===== src/rtl/gpu_mat_seq.sv =====
// Command sequencer and port arbiter for the GPU matrix register file.
// Expands matrix commands into read/multiply/write column steps and shares the rf ports with the host.
module gpu_mat_seq #(
    parameter int unsigned MAT_COUNT = 4,
    localparam int unsigned MI = $clog2(MAT_COUNT)
) (
    input  logic          clk,
    input  logic          rst_n,
    input  logic [MI-1:0] dat_mat_idx,
    input  logic [1:0]    dat_vector_type,
    input  logic [1:0]    dat_vector_idx,
    input  logic [63:0]   dat_in,
    output logic [63:0]   dat_out,
    input  logic          cyc,
    input  logic          we,
    output logic          ack,
    input  logic [15:0]   cmd,
    input  logic          cmd_valid,
    output logic          cmd_ready,
    output logic          busy,
    output logic          cmd_err,
    output logic [MI-1:0] rf_rd_mat_idx,
    output logic [1:0]    rf_rd_vector_type,
    output logic [1:0]    rf_rd_vector_idx,
    input  logic [63:0]   rf_rd_vals,
    output logic          rf_we,
    output logic [MI-1:0] rf_wr_mat_idx,
    output logic [1:0]    rf_wr_vector_type,
    output logic [1:0]    rf_wr_vector_idx,
    output logic [63:0]   rf_wr_vals,
    output logic [MI-1:0] mul_mat_idx,
    output logic [63:0]   mul_in,
    input  logic [63:0]   mul_out
);

    localparam logic [2:0] S_IDLE = 3'd0;
    localparam logic [2:0] S_HOST = 3'd1;
    localparam logic [2:0] S_HACK = 3'd2;
    localparam logic [2:0] S_RD   = 3'd3;
    localparam logic [2:0] S_WR   = 3'd4;
    localparam logic [2:0] S_FILL = 3'd5;

    logic [2:0]    state;
    logic [2:0]    phase;
    logic [1:0]    col;
    logic [MI-1:0] d_q, a_q, b_q;
    logic [1:0]    j_q, k_q;
    logic          is_vec, is_ident;
    logic [63:0]   result;

    logic [3:0] op;
    logic [1:0] fd, fa, fb;
    logic       cmd_illegal;
    logic       cmd_unused;

    assign op = cmd[15:12];
    assign fd = cmd[11:10];
    assign fa = cmd[9:8];
    assign fb = cmd[7:6];
    assign cmd_unused = ^cmd[1:0];

    function automatic logic mat_ok(input logic [1:0] m);
        return 32'(m) < MAT_COUNT;
    endfunction

    always_comb begin
        cmd_illegal = 1'b0;
        case (op)
            4'd0:       cmd_illegal = 1'b0;
            4'd1, 4'd2: cmd_illegal = !mat_ok(fd) || !mat_ok(fa) || !mat_ok(fb) || (fd == fa);
            4'd3, 4'd4: cmd_illegal = !mat_ok(fd);
            default:    cmd_illegal = 1'b1;
        endcase
    end

    // The host access is performed in the IDLE cycle it is seen, so that cycle acts as HOST.
    assign phase     = (state == S_IDLE && cyc) ? S_HOST : state;
    assign cmd_ready = (state == S_IDLE) && !cyc;
    assign busy      = (state == S_RD) || (state == S_WR) || (state == S_FILL);
    assign ack       = (state == S_HACK);
    assign mul_in    = rf_rd_vals;

    always_ff @(posedge clk or negedge rst_n) begin
        if (!rst_n) begin
            state    <= S_IDLE;
            col      <= '0;
            d_q      <= '0;
            a_q      <= '0;
            b_q      <= '0;
            j_q      <= '0;
            k_q      <= '0;
            is_vec   <= 1'b0;
            is_ident <= 1'b0;
            result   <= '0;
            dat_out  <= '0;
            cmd_err  <= 1'b0;
        end else begin
            cmd_err <= 1'b0;
            case (phase)
                S_HOST: begin
                    state <= S_HACK;
                    if (!we) dat_out <= rf_rd_vals;
                end
                S_HACK: state <= S_IDLE;
                S_IDLE: begin
                    if (cmd_valid) begin
                        if (cmd_illegal) begin
                            cmd_err <= 1'b1;
                        end else begin
                            d_q      <= fd[MI-1:0];
                            a_q      <= fa[MI-1:0];
                            b_q      <= fb[MI-1:0];
                            j_q      <= cmd[5:4];
                            k_q      <= cmd[3:2];
                            col      <= '0;
                            is_vec   <= (op == 4'd2);
                            is_ident <= (op == 4'd4);
                            case (op)
                                4'd1, 4'd2: state <= S_RD;
                                4'd3, 4'd4: state <= S_FILL;
                                default:    state <= S_IDLE;
                            endcase
                        end
                    end
                end
                S_RD: begin
                    result <= mul_out;
                    state  <= S_WR;
                end
                S_WR: begin
                    if (is_vec || col == 2'd3) begin
                        state <= S_IDLE;
                    end else begin
                        col   <= col + 2'd1;
                        state <= S_RD;
                    end
                end
                S_FILL: begin
                    if (col == 2'd3) state <= S_IDLE;
                    else col <= col + 2'd1;
                end
                default: state <= S_IDLE;
            endcase
        end
    end

    always_comb begin
        rf_rd_mat_idx     = '0;
        rf_rd_vector_type = '0;
        rf_rd_vector_idx  = '0;
        rf_we             = 1'b0;
        rf_wr_mat_idx     = '0;
        rf_wr_vector_type = '0;
        rf_wr_vector_idx  = '0;
        rf_wr_vals        = '0;
        mul_mat_idx       = '0;
        case (phase)
            S_HOST: begin
                if (we) begin
                    rf_we             = 1'b1;
                    rf_wr_mat_idx     = dat_mat_idx;
                    rf_wr_vector_type = dat_vector_type;
                    rf_wr_vector_idx  = dat_vector_idx;
                    rf_wr_vals        = dat_in;
                end else begin
                    rf_rd_mat_idx     = dat_mat_idx;
                    rf_rd_vector_type = dat_vector_type;
                    rf_rd_vector_idx  = dat_vector_idx;
                end
            end
            S_RD: begin
                rf_rd_mat_idx    = b_q;
                rf_rd_vector_idx = is_vec ? j_q : col;
                mul_mat_idx      = a_q;
            end
            S_WR: begin
                rf_we            = 1'b1;
                rf_wr_mat_idx    = d_q;
                rf_wr_vector_idx = is_vec ? k_q : col;
                rf_wr_vals       = result;
            end
            S_FILL: begin
                rf_we            = 1'b1;
                rf_wr_mat_idx    = d_q;
                rf_wr_vector_idx = col;
                rf_wr_vals       = is_ident ? (64'h1000 << {col, 4'b0}) : '0;
            end
            default: ;
        endcase
    end

endmodule


===== config.mk =====
export PLATFORM = sky130hd
export DESIGN_NAME = gpu_mat_seq
export DESIGN_NICKNAME = d
export VERILOG_FILES = /design/src/rtl/gpu_mat_seq.sv
export SDC_FILE = /design/constraint.sdc
export NUM_CORES = 1
export LEC_CHECK = 0
export CAP_MARGIN = 20
export CORE_AREA = 2 2 166 168
export DETAILED_ROUTE_END_ITERATION = 10
export DIE_AREA = 0 0 168 170
export PLACE_DENSITY_LB_ADDON = 0.08
export SLEW_MARGIN = 20
export SYNTH_ARGS = -nofsm -noshare
export SYNTH_HDL_FRONTEND = slang
export SYNTH_SLANG_ARGS = --single-unit

===== constraint.sdc =====
create_clock -name clk -period 1.6 [get_ports clk]
set_input_delay 0.32 -clock clk [delete_from_list [all_inputs] [get_ports clk]]
set_output_delay 0.32 -clock clk [all_outputs]
set_load 0.01 [all_outputs]

==> results of run 1 <==
-- what timing repair did --
action / CTS / global route
endpoints found under the hold margin: 31 / 0
setup endpoints to repair: 347 / 350
cloned: 1 / 22
hold buffers: 1 / 0
pin swaps: 3 / 34
buffers inserted: 3 / 49
gates resized for setup: 167 / 367
-- worst min-delay path by stage --
stage                              end  slack, ns   from
2_1_floorplan       a_q[0]$_DFFE_PN0P_       0.02  rst_n
3_3_place_gp    dat_out[4]$_DFFE_PN0P_       0.29  rst_n
3_5_place_dp   dat_out[32]$_DFFE_PN0P_       0.29  rst_n
4_1_cts        dat_out[32]$_DFFE_PN0P_       0.41  rst_n
5_1_grt         dat_out[4]$_DFFE_PN0P_       0.42  rst_n
6_report        dat_out[4]$_DFFE_PN0P_       0.40  rst_n
-- state kept, by name, summed over array words and instances, names as in the netlist --
register	cells
dat_out	64
result	64
state	3
a_q	2
b_q	2
col	2
d_q	2
j_q	2
k_q	2
cmd_err	1
is_ident	1
is_vec	1
-- layer usage --
layer,up-vias,wire [um],track usage (%),part of all wire [%]
met5,-,0,0,0
met4,0,515,4.877,1.7
met3,18,1343,3.930,4.5
met2,212,15310,32.59,52
met1,3235,12350,20.00,42
li1,3293,-,-,-
-- power by group through the flow --
stage	Clock [uW]	Sequential [uW]	Combinational (uW)
floorplan	0	6820	4270
global placement	0	6760	10000
detailed placement	0	6790	10100
CTS	4200	6730	9790
global route	4370	6900	12300
finish	4100	6690	11500
-- final cells by class --
cell class,count,area [um2],area share (%)
antenna,2,5.005,0.03582
clock buffer,20,446.7,3.197
clock inverter,12,146.4,1.048
inverter,8,32.53,0.2328
multi-input combinational,413,2954,21.14
sequential,146,3656,26.17
tap,341,426.7,3.054
timing repair buffer,615,6304,45.12
-- synthesized netlist by cell type, types with 2 or more instances --
cell type / count
nand2_1: 202
dfrtp_1: 146
buf_4: 72
mux2_2: 67
a22o_1: 64
buf_2: 19
nor2_1: 10
mux2_4: 8
o21ai_0: 8
clkbuf_1: 7
inv_1: 7
and2_1: 5
mux2i_1: 5
a222oi_1: 4
buf_1: 4
ha_1: 4
a21oi_1: 3
and3_1: 3
nand2b_1: 3
nand3b_1: 3
nor2b_1: 3
xor2_1: 3
buf_6: 2
o211ai_1: 2
-- kinds of logic (layout without fill, tap and decap cells) --
kind of cell,count (synthesis),count (layout),synth area share (%)
and+or+nand+nor,238,238,13.65
DFF,146,146,51.35
buffers and inverters,113,655,10.53
AOI/OAI and AO/OA,88,88,10.39
muxes,80,80,13.00
adders and majority gates,4,4,0.7035
xor gates and xnor gates,3,3,0.3694
other,0,2,0
-- per-stage QoR --
stage               util (%)  TNS, ns
floorplan                  -   -1.012
global placement       45.29  -139.14
detailed placement     45.29  -140.12
CTS                    47.07  -107.34
global route           52.42   -92.98
finish                 52.42   -81.76
-- layout by cell type (no fill, tap or decap), types with 4 or more instances in the layout --
master             n
buf_6             34
nand2_1          200
clkdlybuf4s50_1  215
buf_4            121
dfrtp_1          144
buf_2             66
inv_6              5
a22o_1            64
dlymetal6s2s_1   129
inv_1              7
clkbuf_16         33
nor2_1             8
o21ai_1            4
buf_12            15
mux2i_1            5
ha_1               4
clkbuf_2           9
mux2_2            35
mux2_4            40
buf_8              7
a222oi_1           4
==> metrics, run 1 <==
top_reg_cell synth dfrtp_1; placed cells 1,448; Area after DPL 12,070 um2; area of the mapped netlist 7114 um2; CTS max path bufs 2; Max Freq 420.6 MHz; largest stage delay on the critical path 0.40 ns; gr usage total 17.46%; die area 28,560 um2; CTS Root Cell clkbuf_16; kind of critical path reg2out; cell count after synthesis 672; # fillers 2,446; number of synthesized register bits 146; cell row count 60; largest net degree at the start of global routing 60; hold_ws 0.3968 ns; Worst-Margin Slew 0.4585 ns; H-tree depth 4; combinational share of power 51.5%; area share of the largest cell type after synthesis 51.35%; Area Growth Syn to Fin 96.38%; setup ws final -0.7778 ns; layout cells sized above 1 33.44%; fin. max-slew vios 0; RSZ-0062 raised after global routing true; initial antenna violation count 2; sw power 7670 uW; net count after synthesis 895; delay-heaviest family, CP buffers and inverters; first-pass GRT wire length 38,250 um; clock sink total 146; Clock power frac 18.4%; relative slew slack 69.43%; R2R setup slack -0.50 ns; leading area contributor after synthesis dfrtp_1; Post-synth EDFFs 0; max cap viols 0; sequential share of power 30.0%; Synth Area per Inst 10.59 um2; CTS tree built; R2R cell count 11; Peak supply drop 656.7 uV; DRC viols 0; Tot Pwr 22,260 uW; die width 168 um; Int Pwr 14,590 uW; DRT iter0 DRCs 384; CTS Buf Count 17; 1st-pass router iterations 4; Switching Share 34.45%; crit-path max FO 7; outcome finished with violations; RePlAce Congestion 0.7276; async set-or-reset flop fraction in the synthesized netlist 100.0%; Worst path slowest cell dfrtp_1; worst-path cell chain nor2_2, nor3_2, and2_4, buf_12, clkbuf_16, buf_6, buf_6, a22o_1, buf_2; Die Y-Extent 170 um; hold crit path type in2async; design area 13,970 um2; crit path capture rf_wr_vals[59]; CTS clock-pin slew for the worst setup and hold paths 0.07 ns; Power Dens Cells 1593 nW/um2; Unique masters post-synth 42; Leak Pwr 0.007592 uW; dpl ws -1.042 ns; core area 26,650 um2; post-DP HPWL 19,570 um; crit-path most repeated cell buf_6; CP Capture Type output port; synth top area cells dfrtp_1, nand2_1, mux2_2; vias in the first global route 6,474; Crit. Startpoint state[0]$_DFFE_PN0P_; Port-buffer cells 427; via count 6,758; endpoints failing setup 162; startpoint types flop; vias per cell 4.340; Ys Warns 0; RR Startpoint state[1]$_DFFE_PN0P_; minimum clock period 2.378 ns; Ports 430; worst r2r dst dat_out[33]$_DFFE_PN0P_; Fin. Hold Viols 0; Post-Layout Cell Count 1,557; failing checks negative setup slack; Final ANT Viol Nets 0; register area share after synthesis 51.35%; total gr overflow 0; Initial Utilization 26.69%; Critical Path AT 2.06 ns; critical path depth 9; later-pin clock latency in the skew report 0.42 ns; DR WL/cell 18.96 um; nets@finish 1,424; period utilization 148.6%; CP bufs+invs 5; Layout Skew 0.01311 ns; Routed WL 29,520 um; Req. time, crit path 1.28 ns
Note: power is estimated with default switching activity, not from simulation.
==> run 2: changes to the inputs <==
--- a/config.mk
+++ b/config.mk
@@ -5,11 +5,12 @@
 export SDC_FILE = /design/constraint.sdc
 export NUM_CORES = 1
 export LEC_CHECK = 0
-export CAP_MARGIN = 20
+export CAP_MARGIN = 10
 export CORE_AREA = 2 2 166 168
 export DETAILED_ROUTE_END_ITERATION = 10
 export DIE_AREA = 0 0 168 170
 export PLACE_DENSITY_LB_ADDON = 0.08
+export SKIP_CTS_REPAIR_TIMING = 1
 export SLEW_MARGIN = 20
 export SYNTH_ARGS = -nofsm -noshare
 export SYNTH_HDL_FRONTEND = slang
==> metrics, run 2 (synthesis gave the netlist of run 1 again) <==
layout cells sized above 1 29.59% (-3.9 points); via count 6,553 (-3.0%); Fin. Hold Viols 0 (unchanged); Layout Skew 0.01339 ns (+0.0002757 ns); Post-Layout Cell Count 1,519 (-2.4%); later-pin clock latency in the skew report 0.42 ns (about the same); RR Startpoint state[2]$_DFFE_PN0P_; die width 168 um (unchanged); hold_ws 0.3878 ns (-0.008974 ns); worst-path cell chain nor3_2, and2_4, buf_12, a22o_1, clkdlybuf4s50_1; critical path depth 5 (-4); Routed WL 26,430 um (-10%); Final ANT Viol Nets 0 (unchanged); core area 26,650 um2 (unchanged); Area Growth Syn to Fin 83.22%; RSZ-0062 raised after global routing true; Port-buffer cells 427 (unchanged); endpoints failing setup 351 (+120%); Worst-Margin Slew 0.6493 ns (+0.1908 ns); Ports 430 (unchanged); R2R cell count 12 (+1); minimum clock period 2.484 ns (+0.1066 ns); Die Y-Extent 170 um (unchanged); setup ws final -0.8844 ns (-0.1066 ns); DRT iter0 DRCs 308 (-20%); CTS Root Cell clkbuf_16; relative slew slack 56.71% (-13 points); period utilization 155.3% (+6.7 points); worst r2r dst dat_out[56]$_DFFE_PN0P_; DRC viols 0 (unchanged); vias in the first global route 6,418 (-0.86%); Peak supply drop 666.3 uV (+1.5%); RePlAce Congestion 0.7276 (unchanged); delay-heaviest family, CP buffers and inverters; commonest non-fill, non-tap cells in the layout clkdlybuf4s50_1, nand2_1, dfrtp_1; Worst path slowest cell clkdlybuf4s50_1; largest net degree at the start of global routing 61 (+1.7%); post-DP HPWL 19,570 um (unchanged); most common cell after layout, fill and taps aside clkdlybuf4s50_1; startpoint types flop; fin. max-slew vios 0 (unchanged); CP Capture Type output port; Post-Route Utilization 48.91% (-3.5 points); CTS tree built; total gr overflow 0 (unchanged); CTS clock-pin slew for the worst setup and hold paths 0.07 ns (about the same); nets@finish 1,386 (-2.7%); final setup TNS -91.26 ns (-9.497 ns); CP bufs+invs 2 (-3); first-pass GRT wire length 37,810 um (-1.2%); clock sink total 146 (unchanged); largest stage delay on the critical path 0.53 ns (+0.13 ns); vias per cell 4.314 (-0.61%); CTS max path bufs 2 (unchanged); max cap viols 0 (unchanged); H-tree depth 4 (unchanged); Req. time, crit path 1.28 ns (about the same); crit-path max FO 30 (+23); Initial Utilization 26.69% (unchanged); placed cells 1,448 (unchanged); failing checks negative setup slack; DR WL/cell 17.40 um (-8.2%); Max Freq 402.5 MHz (-4.3%); dpl ws -1.042 ns (unchanged); Leak Pwr 0.006107 uW (-20%); die area 28,560 um2 (unchanged); outcome finished with violations; hold crit path type in2async; biggest regs dat_out x64, result x64, state x3; CTS Buf Count 17 (unchanged); kind of critical path reg2out; 1st-pass router iterations 7 (+3); cell row count 60 (unchanged); Power Dens Cells 1627 nW/um2 (+2.1%); initial antenna violation count 3 (+1); Critical Path AT 2.16 ns (+0.10 ns); gr usage total 17.21% (-0.25 points); R2R setup slack -0.61 ns (-0.11 ns)
-- run 2: cell types whose count changed in the layout (fill, tap and decap cells not counted), moves of 5 or more --
cell	previous run	this run
buf_2	66	56
buf_6	34	14
clkbuf_16	33	24
dlymetal6s2s_1	129	6
clkdlybuf4s50_1	215	352
mux2_2	35	45
buf_8	7	2
mux2_4	40	30
-- run 2: power by group --
part	internal [uW]	switching (uW)	total, uW
logic	6090	4320	10400
registers	5570	1150	6720
clock network	2380	1700	4080
total	14000	7170	21200
-- run 2: how the worst max path moves through the flow --
stage / start / endpoint
4_1_cts: state[2]$_DFFE_PN0P_ / rf_wr_vals[32]
6_report: state[2]$_DFFE_PN0P_ / rf_wr_vals[25]
3_5_place_dp: cyc / rf_wr_vals[5]
2_1_floorplan: state[0]$_DFFE_PN0P_ / rf_wr_vals[12]
5_1_grt: state[2]$_DFFE_PN0P_ / rf_wr_vals[4]
3_3_place_gp: cyc / rf_wr_vals[30]
-- run 2: cell type report --
| cell class | count | area [um2] |
|---|---|---|
| Antenna cell | 2 | 5.005 |
| Clock buffer | 20 | 446.7 |
| Clock inverter | 12 | 146.4 |
| Fill cell | 2524 | 13620 |
| Inverter | 8 | 32.53 |
| Multi-Input combinational cell | 413 | 2882 |
| Sequential cell | 146 | 3656 |
| Tap cell | 341 | 426.7 |
| Timing Repair Buffer | 577 | 5440 |
-- run 2: worst register-to-register path: stages (launching register included) --
cell and delay (ns):
dfrtp_2 0.44, buf_4 0.14, buf_6 0.11, nor2_4 0.13
o21ai_4 0.09, nor2_4 0.16, buf_6 0.12, buf_4 0.10
buf_6 0.11, buf_6 0.11, clkbuf_16 0.15, clkbuf_16 0.14
mux2_2 0.32
-- run 2: per-stage QoR --
stage / instance area [um2] / power (uW)
final: 13040 / 21210
after global routing: 13040 / 22570
after CTS: 12660 / 21030
after detailed placement: 12070 / 16840
after global placement: 12070 / 16770
after floorplan: 7161 / 11090
-- run 2: layer usage --
metal	track usage (%)	vias to the layer above	routed length [um]
met1	19.72	3122	10750
met5	0	-	13
met2	32.21	199	14060
li1	-	3214	-
met3	3.837	16	1248
met4	4.650	2	354
==> run 3: changes to the inputs <==
--- a/config.mk
+++ b/config.mk
@@ -6,9 +6,10 @@
 export NUM_CORES = 1
 export LEC_CHECK = 0
 export CAP_MARGIN = 10
-export CORE_AREA = 2 2 166 168
+export CORE_AREA = 2 2 169 171
+export CTS_BUF_LIST = sky130_fd_sc_hd__clkbuf_4 sky130_fd_sc_hd__clkbuf_8
 export DETAILED_ROUTE_END_ITERATION = 10
-export DIE_AREA = 0 0 168 170
+export DIE_AREA = 0 0 171 173
 export PLACE_DENSITY_LB_ADDON = 0.08
 export SKIP_CTS_REPAIR_TIMING = 1
 export SLEW_MARGIN = 20
==> metrics, run 3 (synthesis gave the netlist of run 1 again) <==
outcome finished with violations; failing checks negative setup slack; post-DP HPWL 20,260 um (+3.5%); relative slew slack 71.22% (+15 points); CTS Root Cell clkbuf_8; Power Dens Cells 1493 nW/um2 (-8.2%); die width 171 um (+1.8%); Ports 430 (unchanged); sw power 7179 uW (+0.15%); Clock power frac 14.1% (-5.2 points); Layout Skew 0.01590 ns (+0.002513 ns); Max Freq 413.5 MHz (+2.7%); kind of critical path reg2out; Leak Pwr 0.007407 uW (+21%); Req. time, crit path 1.28 ns (about the same); CTS clock-pin slew for the worst setup and hold paths 0.10 ns (+0.03 ns); most common cell after layout, fill and taps aside clkdlybuf4s50_1; max cap viols 0 (unchanged); Post-Layout Cell Count 1,552 (+2.2%); RSZ-0062 raised after global routing true; gr usage total 17.48% (+0.27 points); CTS Buf Count 17 (unchanged); minimum clock period 2.418 ns (-0.06618 ns); Switching Share 36.42% (+2.6 points); DR WL/cell 18.14 um (+4.3%); clock sink total 146 (unchanged); final setup TNS -75.29 ns (+15.97 ns); combinational share of power 52.0% (+2.9 points); Worst-Margin Slew 0.4316 ns (-0.2177 ns); commonest non-fill, non-tap cells in the layout clkdlybuf4s50_1, nand2_1, dlymetal6s2s_1; startpoint types flop; Int Pwr 12,530 uW (-11%); Critical Path AT 2.10 ns (-0.06 ns); crit-path max FO 8 (-73%); setup ws final -0.8182 ns (+0.06618 ns); largest net degree at the start of global routing 65 (+6.6%); placed cells 1,492 (+3.0%); Peak supply drop 567.4 uV (-15%); sequential share of power 33.9% (+2.2 points); first-pass GRT wire length 39,300 um (+4.0%); fin. max-slew vios 0 (unchanged); biggest regs dat_out x64, result x64, state x3; RePlAce Congestion 0.7915 (+8.8%); Area Growth Syn to Fin 85.53%; initial antenna violation count 1 (-2); later-pin clock latency in the skew report 0.45 ns (+0.03 ns); total gr overflow 0 (unchanged); CTS tree built; via count 6,592 (+0.60%); Initial Utilization 25.75% (-0.95 points); core area 27,630 um2 (+3.7%); DRC viols 0 (unchanged); Routed WL 28,160 um (+6.6%); Fin. Hold Viols 0 (unchanged); CP Capture Type output port; endpoints failing setup 162 (-54%); Final ANT Viol Nets 0 (unchanged); Port-buffer cells 427 (unchanged); nets@finish 1,383 (-0.22%); die area 29,580 um2 (+3.6%); hold crit path type in2async; CTS max path bufs 2 (unchanged); layout cells sized above 1 28.90% (-0.69 points); 1st-pass router iterations 7 (unchanged); vias in the first global route 6,550 (+2.1%); period utilization 151.1% (-4.1 points); H-tree depth 4 (unchanged); cell row count 61 (+1.7%); vias per cell 4.247 (-1.5%); DRT iter0 DRCs 288 (-6.5%); Die Y-Extent 173 um (+1.8%)
run 3: changes by cell type in the layout (fill, tap and decap cells not counted), moves of 4 or more:
cell	previous run	this run
dlymetal6s2s_1	6	152
clkdlybuf4s50_1	352	215
buf_2	56	12
clkbuf_2	5	39
clkbuf_16	24	5
clkbuf_8	1	18
mux2_2	45	57
mux2_4	30	18
buf_12	11	15
buf_4	122	118
run 3: final timing paths:
path                                             start                       to  depth (start not counted)  slack, ns
worst max-delay path              state[0]$_DFFE_PN0P_           rf_wr_vals[59]                          8      -0.82
worst min-delay path                             rst_n   dat_out[6]$_DFFE_PN0P_                          2       0.36
worst max register to register    state[2]$_DFFE_PN0P_  dat_out[51]$_DFFE_PN0P_                          8      -0.38
worst min register to register  result[31]$_DFFE_PN0N_   result[31]$_DFFE_PN0N_                          2       0.48
max in group asynchronous                        rst_n  dat_out[20]$_DFFE_PN0P_                          3       0.61
min in group clk                           mul_out[60]   result[60]$_DFFE_PN0N_                          3       0.39
run 3: metrics by stage:
| step | utilization, % | hold WS (ns) | worst slack (ns) | total power [uW] | area, um2 |
|---|---|---|---|---|---|
| after detailed placement | 44.13 | 0.2797 | -1.062 | 17060 | 12190 |
| after CTS | 45.45 | -0.2423 | -1.170 | 19960 | 12560 |
| after floorplan | - | 0.02441 | -0.05046 | 11090 | 7161 |
| final | 47.77 | 0.3629 | -0.8182 | 19710 | 13200 |
| after global routing | 47.77 | 0.3467 | -0.9637 | 21080 | 13200 |
| after global placement | 44.13 | 0.2824 | -1.018 | 16960 | 12190 |
run 3: cell type report:
type | count | area [um2]
clock buffer | 18 | 247.7
tap | 378 | 473.0
fill | 2675 | 14430
clock inverter | 14 | 117.6
timing repair buffer | 574 | 5833
antenna | 1 | 2.502
multi-input combinational | 413 | 2839
sequential | 146 | 3656
inverter | 8 | 30.03
run 3: layer usage:
metal / up-vias / track usage, % / part of all wire, %
li1: 3198 / - / -
met1: 3154 / 19.48 / 39
met2: 212 / 32.61 / 53
met3: 28 / 4.051 / 5.7
met4: 0 / 5.191 / 1.9
met5: - / 0 / 0
run 3: critical path, stage by stage, from the launching register on:
cell and delay (ns):
dfrtp_1 0.41, nor2_2 0.16, nor3_2 0.06, and2_4 0.18, buf_12 0.12, buf_4 0.17, buf_4 0.15, a22o_1 0.22
dlymetal6s2s_1 0.18
run 3: power by group through the flow:
| stage | clock, uW | sequential (uW) | combinational, uW |
|---|---|---|---|
| after CTS | 2940 | 6720 | 10300 |
| after global placement | 0 | 6770 | 10200 |
| after global routing | 3100 | 6910 | 11100 |
| final | 2790 | 6670 | 10300 |
| after detailed placement | 0 | 6800 | 10300 |
| after floorplan | 0 | 6820 | 4270 |
